[config.mk]
export PLATFORM = sky130hd
export DESIGN_NAME = spi_mem_sequencer
export DESIGN_NICKNAME = d
export VERILOG_FILES = /design/src/rtl/spi_mem_pkg.sv /design/src/rtl/spi_mem_sequencer_bytesel.sv /design/src/rtl/spi_mem_sequencer.sv
export SDC_FILE = /design/constraint.sdc
export NUM_CORES = 1
export LEC_CHECK = 0
export ABC_AREA = 1
export CORE_MARGIN = 5
export CORE_UTILIZATION = 52
export CTS_CLUSTER_SIZE = 28
export DETAILED_ROUTE_END_ITERATION = 7
export PLACE_DENSITY = 0.9
export SYNTH_ARGS = -nofsm -noshare
export SYNTH_HDL_FRONTEND = slang
export SYNTH_SLANG_ARGS = --single-unit
[constraint.sdc]
create_clock -name clk -period 2.1 [get_ports clk]
set_clock_uncertainty 0.2 [all_clocks]
set_input_delay 0.21 -clock clk [delete_from_list [all_inputs] [get_ports clk]]
set_output_delay 0.21 -clock clk [all_outputs]
set_load 0.02 [all_outputs]
[src/rtl/spi_mem_pkg.sv]
// ----------------------------------------------------------------------------
// spi_mem_pkg
// Shared constants and types for the serial-EEPROM command sequencer:
//   - EEPROM command bytes and the dummy byte clocked out during reads
//   - status register WIP bit position
//   - sequencer FSM state encoding
// ----------------------------------------------------------------------------
package spi_mem_pkg;

    localparam logic [7:0] CMD_READ  = 8'h03;
    localparam logic [7:0] CMD_WRITE = 8'h02;
    localparam logic [7:0] CMD_WREN  = 8'h06;
    localparam logic [7:0] CMD_RDSR  = 8'h05;
    localparam logic [7:0] DUMMY     = 8'hFF;
    localparam int         WIP_BIT   = 0;

    // Byte index where a write re-enters the status poll (RDSR command byte)
    localparam logic [2:0] IDX_RDSR  = 3'd5;

    typedef enum logic [2:0] {
        S_IDLE  = 3'd0,
        S_ISSUE = 3'd1,
        S_ARM   = 3'd2,
        S_WAIT  = 3'd3,
        S_EVAL  = 3'd4,
        S_RESP  = 3'd5
    } state_t;

endpackage

[src/rtl/spi_mem_sequencer_bytesel.sv]
// ----------------------------------------------------------------------------
// spi_mem_sequencer_bytesel
// Combinational byte-list decoder. For the current request type and byte
// index it returns the byte to send, whether CE stays low after it, and
// whether this is the final byte of the list (the byte whose received value
// is evaluated).
// Ports:
//   write     in  1 : 1 = write sequence, 0 = read sequence
//   idx       in  3 : byte index within the sequence
//   addr      in 16 : latched memory address
//   wdata     in  8 : latched write data
//   tx        out 8 : byte to send
//   cont      out 1 : keep CE low after this byte
//   last      out 1 : final byte of the list
// ----------------------------------------------------------------------------
module spi_mem_sequencer_bytesel
    import spi_mem_pkg::*;
(
    input  logic        write,
    input  logic [2:0]  idx,
    input  logic [15:0] addr,
    input  logic [7:0]  wdata,
    output logic [7:0]  tx,
    output logic        cont,
    output logic        last
);

    // Decode (byte, continued, last) from the request type and index
    always_comb begin
        tx   = DUMMY;
        cont = 1'b0;
        last = 1'b0;
        if (write) begin
            // WREN stands alone (CE break latches the write-enable), the
            // WRITE frame ends after the data byte, and each RDSR poll is
            // its own two-byte frame.
            case (idx)
                3'd0:    begin tx = CMD_WREN;    cont = 1'b0; end
                3'd1:    begin tx = CMD_WRITE;   cont = 1'b1; end
                3'd2:    begin tx = addr[15:8];  cont = 1'b1; end
                3'd3:    begin tx = addr[7:0];   cont = 1'b1; end
                3'd4:    begin tx = wdata;       cont = 1'b0; end
                3'd5:    begin tx = CMD_RDSR;    cont = 1'b1; end
                3'd6:    begin tx = DUMMY;       cont = 1'b0; last = 1'b1; end
                default: begin tx = DUMMY;       cont = 1'b0; last = 1'b1; end
            endcase
        end else begin
            case (idx)
                3'd0:    begin tx = CMD_READ;    cont = 1'b1; end
                3'd1:    begin tx = addr[15:8];  cont = 1'b1; end
                3'd2:    begin tx = addr[7:0];   cont = 1'b1; end
                3'd3:    begin tx = DUMMY;       cont = 1'b0; last = 1'b1; end
                default: begin tx = DUMMY;       cont = 1'b0; last = 1'b1; end
            endcase
        end
    end

endmodule

[src/rtl/spi_mem_sequencer.sv]
// ----------------------------------------------------------------------------
// spi_mem_sequencer
// Expands single-byte memory read/write requests into serial-EEPROM byte
// sequences and drives the SPI byte engine start/continued/tx handshake one
// byte at a time. Writes are followed by RDSR polling until WIP clears or
// the poll limit is reached.
// Parameters:
//   ADDR_W   : address width (16, sent MSB first as two bytes)
//   POLL_MAX : maximum RDSR polls before flagging an error
// Ports:
//   clk, rst             : clock, asynchronous active-low reset
//   req_valid/req_ready  : request handshake (ready = idle)
//   req_write/addr/wdata : request fields
//   rsp_valid            : one-cycle completion strobe
//   rsp_rdata, rsp_err   : read data (held until next read), poll-limit error
//   spi_start            : one-cycle start pulse to the byte engine
//   spi_continued        : keep CE low after this byte
//   spi_tx, spi_rx       : byte sent / byte received
//   spi_ready            : byte engine idle
// ----------------------------------------------------------------------------
module spi_mem_sequencer
    import spi_mem_pkg::*;
#(
    parameter int ADDR_W   = 16,
    parameter int POLL_MAX = 255
) (
    input  logic              clk,
    input  logic              rst,
    input  logic              req_valid,
    output logic              req_ready,
    input  logic              req_write,
    input  logic [ADDR_W-1:0] req_addr,
    input  logic [7:0]        req_wdata,
    output logic              rsp_valid,
    output logic [7:0]        rsp_rdata,
    output logic              rsp_err,
    output logic              spi_start,
    output logic              spi_continued,
    output logic [7:0]        spi_tx,
    input  logic [7:0]        spi_rx,
    input  logic              spi_ready
);

    localparam logic [7:0] POLL_LIMIT = 8'(POLL_MAX);

    state_t        state_r,  state_next_s;
    logic [2:0]    idx_r,    idx_next_s;
    logic [7:0]    poll_r,   poll_next_s;
    logic [7:0]    poll_inc_s;
    logic          write_r,  write_next_s;
    logic [15:0]   addr_r,   addr_next_s;
    logic [7:0]    wdata_r,  wdata_next_s;
    logic [7:0]    rx_r,     rx_next_s;

    logic          start_r,  start_next_s;
    logic          cont_r,   cont_next_s;
    logic [7:0]    tx_r,     tx_next_s;
    logic          valid_r,  valid_next_s;
    logic [7:0]    rdata_r,  rdata_next_s;
    logic          err_r,    err_next_s;

    logic [7:0]    sel_tx_s;
    logic          sel_cont_s;
    logic          sel_last_s;

    spi_mem_sequencer_bytesel u_bytesel (
        .write (write_r),
        .idx   (idx_r),
        .addr  (addr_r),
        .wdata (wdata_r),
        .tx    (sel_tx_s),
        .cont  (sel_cont_s),
        .last  (sel_last_s)
    );

    assign poll_inc_s = poll_r + 8'd1;

    // FSM state register
    always_ff @(posedge clk or negedge rst) begin
        if (!rst) begin
            state_r <= S_IDLE;
        end else begin
            state_r <= state_next_s;
        end
    end

    // Next-state, counter and output-register next values
    always_comb begin
        state_next_s = state_r;
        idx_next_s   = idx_r;
        poll_next_s  = poll_r;
        write_next_s = write_r;
        addr_next_s  = addr_r;
        wdata_next_s = wdata_r;
        rx_next_s    = rx_r;
        start_next_s = 1'b0;
        cont_next_s  = cont_r;
        tx_next_s    = tx_r;
        valid_next_s = 1'b0;
        rdata_next_s = rdata_r;
        err_next_s   = err_r;

        case (state_r)
            S_IDLE: begin
                if (req_valid) begin
                    write_next_s = req_write;
                    addr_next_s  = req_addr[15:0];
                    wdata_next_s = req_wdata;
                    idx_next_s   = 3'd0;
                    poll_next_s  = 8'd0;
                    state_next_s = S_ISSUE;
                end else begin
                    state_next_s = S_IDLE;
                end
            end
            S_ISSUE: begin
                // tx/continued only change together with the start pulse,
                // so the engine sees them stable for the whole byte.
                if (spi_ready) begin
                    start_next_s = 1'b1;
                    tx_next_s    = sel_tx_s;
                    cont_next_s  = sel_cont_s;
                    state_next_s = S_ARM;
                end else begin
                    state_next_s = S_ISSUE;
                end
            end
            S_ARM: begin
                // The engine drops ready once it has taken the start pulse
                if (!spi_ready) begin
                    state_next_s = S_WAIT;
                end else begin
                    state_next_s = S_ARM;
                end
            end
            S_WAIT: begin
                if (spi_ready) begin
                    rx_next_s    = spi_rx;
                    state_next_s = S_EVAL;
                end else begin
                    state_next_s = S_WAIT;
                end
            end
            S_EVAL: begin
                if (!sel_last_s) begin
                    idx_next_s   = idx_r + 3'd1;
                    state_next_s = S_ISSUE;
                end else if (!write_r) begin
                    rdata_next_s = rx_r;
                    err_next_s   = 1'b0;
                    valid_next_s = 1'b1;
                    state_next_s = S_RESP;
                end else if (rx_r[WIP_BIT] == 1'b0) begin
                    err_next_s   = 1'b0;
                    valid_next_s = 1'b1;
                    state_next_s = S_RESP;
                end else if (poll_inc_s == POLL_LIMIT) begin
                    poll_next_s  = poll_inc_s;
                    err_next_s   = 1'b1;
                    valid_next_s = 1'b1;
                    state_next_s = S_RESP;
                end else begin
                    // Still busy: send another RDSR frame
                    poll_next_s  = poll_inc_s;
                    idx_next_s   = IDX_RDSR;
                    state_next_s = S_ISSUE;
                end
            end
            S_RESP: begin
                state_next_s = S_IDLE;
            end
            default: begin
                state_next_s = S_IDLE;
            end
        endcase
    end

    // Datapath, counters and registered outputs
    always_ff @(posedge clk or negedge rst) begin
        if (!rst) begin
            idx_r   <= 3'd0;
            poll_r  <= 8'd0;
            write_r <= 1'b0;
            addr_r  <= 16'h0000;
            wdata_r <= 8'h00;
            rx_r    <= 8'h00;
            start_r <= 1'b0;
            cont_r  <= 1'b0;
            tx_r    <= DUMMY;
            valid_r <= 1'b0;
            rdata_r <= 8'h00;
            err_r   <= 1'b0;
        end else begin
            idx_r   <= idx_next_s;
            poll_r  <= poll_next_s;
            write_r <= write_next_s;
            addr_r  <= addr_next_s;
            wdata_r <= wdata_next_s;
            rx_r    <= rx_next_s;
            start_r <= start_next_s;
            cont_r  <= cont_next_s;
            tx_r    <= tx_next_s;
            valid_r <= valid_next_s;
            rdata_r <= rdata_next_s;
            err_r   <= err_next_s;
        end
    end

    assign req_ready     = (state_r == S_IDLE);
    assign spi_start     = start_r;
    assign spi_continued = cont_r;
    assign spi_tx        = tx_r;
    assign rsp_valid     = valid_r;
    assign rsp_rdata     = rdata_r;
    assign rsp_err       = err_r;

endmodule

==> qor.txt <==
outcome = complete, no violations
crit path time final = 2030 ps
DRT iter0 DRCs = 308
final core occ = 69.6%
die width = 88.5 um
Post-synth EDFFs = 0
Wirelength per Cell = 14.7 um
first-pass GRT wire length = 12400 um
GPL Wtd Cong = 0.928
core area = 0.00596 mm2
largest net degree at the start of global routing = 32
Total GRT Usage = 20.6%
HP Class = in2async
top_reg_cell synth = dfrtp_1
Max Buffers Root-to-Sink = 2
Area growth, synth to finish = 29.2%
crit-path max cell delay = 400 ps
asr flop ratio synth = 100%
Worst EP required = 2130 ps
Post-DP HPWL = 5580 um
fin nets = 481
vias in the first global route = 2696
Synth area leaders = dfrtp_1, nand2_1, dfstp_2
Slew Viols, Final = 0
row count = 28
crit-path max FO = 9
Cell Chain, Critical Path = inv_1 -> ha_1 -> inv_2 -> a21oi_4 -> buf_4 -> nor3_4 -> buf_4 -> mux2_2
Final Hold Slack = 140 ps
antenna cell count = 0
clk sinks = 67
initial core utilization = 53.8%
Yosys reg bits = 67
Critical Path Sink Type = register
Final ANT Viol Nets = 0
Yosys top cell area share = 46.1%
vias per cell = 5.48
die area = 0.00783 mm2
clock-pin transition on the worst setup and hold timing paths = 80 ps
Root Buffer = clkbuf_8
Post-Syn Instances = 364
htree depth = 3
Ports = 58
register area = 0.00169 mm2
GRT overflow = 0
synth cell count leaders = nand2_1, dfrtp_1, inv_1
syn avg cell area = 8.81 um2
top-count cell post-synth = nand2_1
Cell variety after synth = 31
crit-path most repeated cell = buf_4
Fin. Hold Viols = 0
worst slew pin tran = 471 ps
DR DRC count = 0
Period Utilization, post-route = 96.8%
Arr. time, crit path = 2060 ps
max cap viols = 0
CTS tree = yes
worst vdd rail ir drop = 0.870 mV
Peak Freq = 0.492 GHz
initial antenna violation count = 0
crit path max-delay cell type = dfrtp_2
drt first pass iters = 6
port bufs = 57
Die H = 88.5 um
kind of critical path = reg2reg
PwrDens = 1190 mW/mm2
Max-slew headroom = 68.6%
pre-CTS setup slack = -15.1 ps
final setup violation count = 0
CP Launch Type = register
via count = 2833
Leak = 0.00192 uW
worst skew pair latency = 340 ps
# fillers = 458
Synth area leader = dfrtp_1
Post-Syn Area = 0.00321 mm2
warnings from Yosys = 0
register area share after synthesis = 52.6%
Mapped Nets = 408
Total Wirelength = 7600 um
area of the multi-input gates = 0.00134 mm2
Num CTS Buffers = 9
share of cells above drive strength 1 = 15.8%
final setup margin = 68.2 ps
metrics by stage:
step                      TNS (ps)  power, uW  std cells  cell area, um2
after floorplan                  0       3200        364            3210
after global placement           0       3840        497            3930
after detailed placement     -15.1       3950        497            3930
after CTS                        0       4890        514            4110
after global routing         -72.8       5230        517            4140
final                            0       4920        517            4140
logic make-up after synthesis:
logic type                 after synthesis  share of synthesized area (%)
AOI/OAI and AO/OA                       67                           12.4
xor gates and xnor gates                 1                          0.273
adders and majority gates                7                           2.73
buffers and inverters                   48                           6.01
DFF                                     67                           52.6
muxes                                   16                           5.62
and+or+nand+nor                        158                           20.4
placed cells by master, fill, tap and decap left out, drive strengths merged:
cell           netlist  final
nand2              131    131
dfrtp               59     59
clkdlybuf4s50        0     55
inv                 39     39
o21ai               33     33
mux2                16     16
nor2                15     15
buf                  4     13
a21oi               12     12
clkbuf               4     11
nand3                9      9
dfstp                8      8
o211ai               7      7
o22ai                7      7
ha                   7      7
a31oi                4      4
clkinv               1      4
o2111ai              2      2
o311ai               2      2
clkinvlp             0      2
nor3                 2      2
nand4                1      1
xor2                 1      1
dlygate4sd3          0      1
dlygate4sd2          0      1
layer usage:
metal | up-vias | share of wire (%) | track usage (%)
met5 | - | 0 | 0
met4 | 0 | 2.5 | 8.38
met3 | 26 | 7.7 | 4.28
met2 | 135 | 49 | 33.4
met1 | 1337 | 41 | 27.0
li1 | 1335 | - | -
critical path, delay by kind of cell, from the launching register on:
family,cells,cell delay (ps)
DFF,1,400
muxes,1,360
AOI/OAI and AO/OA,1,60
and+or+nand+nor,1,150
buffers and inverters,4,540
adders and majority gates,1,210
worst paths after layout:
check / start / to / slack, ps / cells past startpoint
max in group asynchronous: rst / spi_tx[1] / 880 / 3
worst max register to register: idx_r[0] / rsp_rdata[3] / 70 / 8
min in group clk: req_addr[12] / addr_r[12] / 200 / 3
worst min-delay path: rst / rsp_rdata[3] / 140 / 2
worst max-delay path: idx_r[0] / rsp_rdata[3] / 70 / 8
worst min register to register: spi_tx[5] / spi_tx[5] / 270 / 2
registers in the layout, summed over array words and instances, names as in the netlist:
signal         count
addr_r            16
poll_r             8
rsp_rdata          8
rx_r               8
spi_tx             8
wdata_r            8
idx_r              3
state_r            3
rsp_err            1
rsp_valid          1
spi_continued      1
spi_start          1
write_r            1
area by class of cell:
type,count,share of cell area (%)
flip-flops and latches,67,40.8
repair buffers,70,16.9
multi-input cells,249,32.3
clock buffers,11,3.41
inverters,40,3.62
clock inverters,5,0.725
well taps,75,2.27
power by group:
part,internal (uW),switching (uW),leakage [uW]
combinational,788,1050,0.000999
sequential,1820,333,0.000839
clock,454,474,0.0000851
total,3060,1860,0.00192
repair_timing:
item | 4_1_cts | 5_1_grt
pin swaps | 0 | 1
resized for setup | 3 | 4
buffers inserted | 0 | 3
hold buffers | 1 | 0
hold endpoints to repair | 43 | 0
cloned | 0 | 0
endpoints found under the setup margin | 6 | 12
Note: power is estimated with default switching activity, not from simulation.
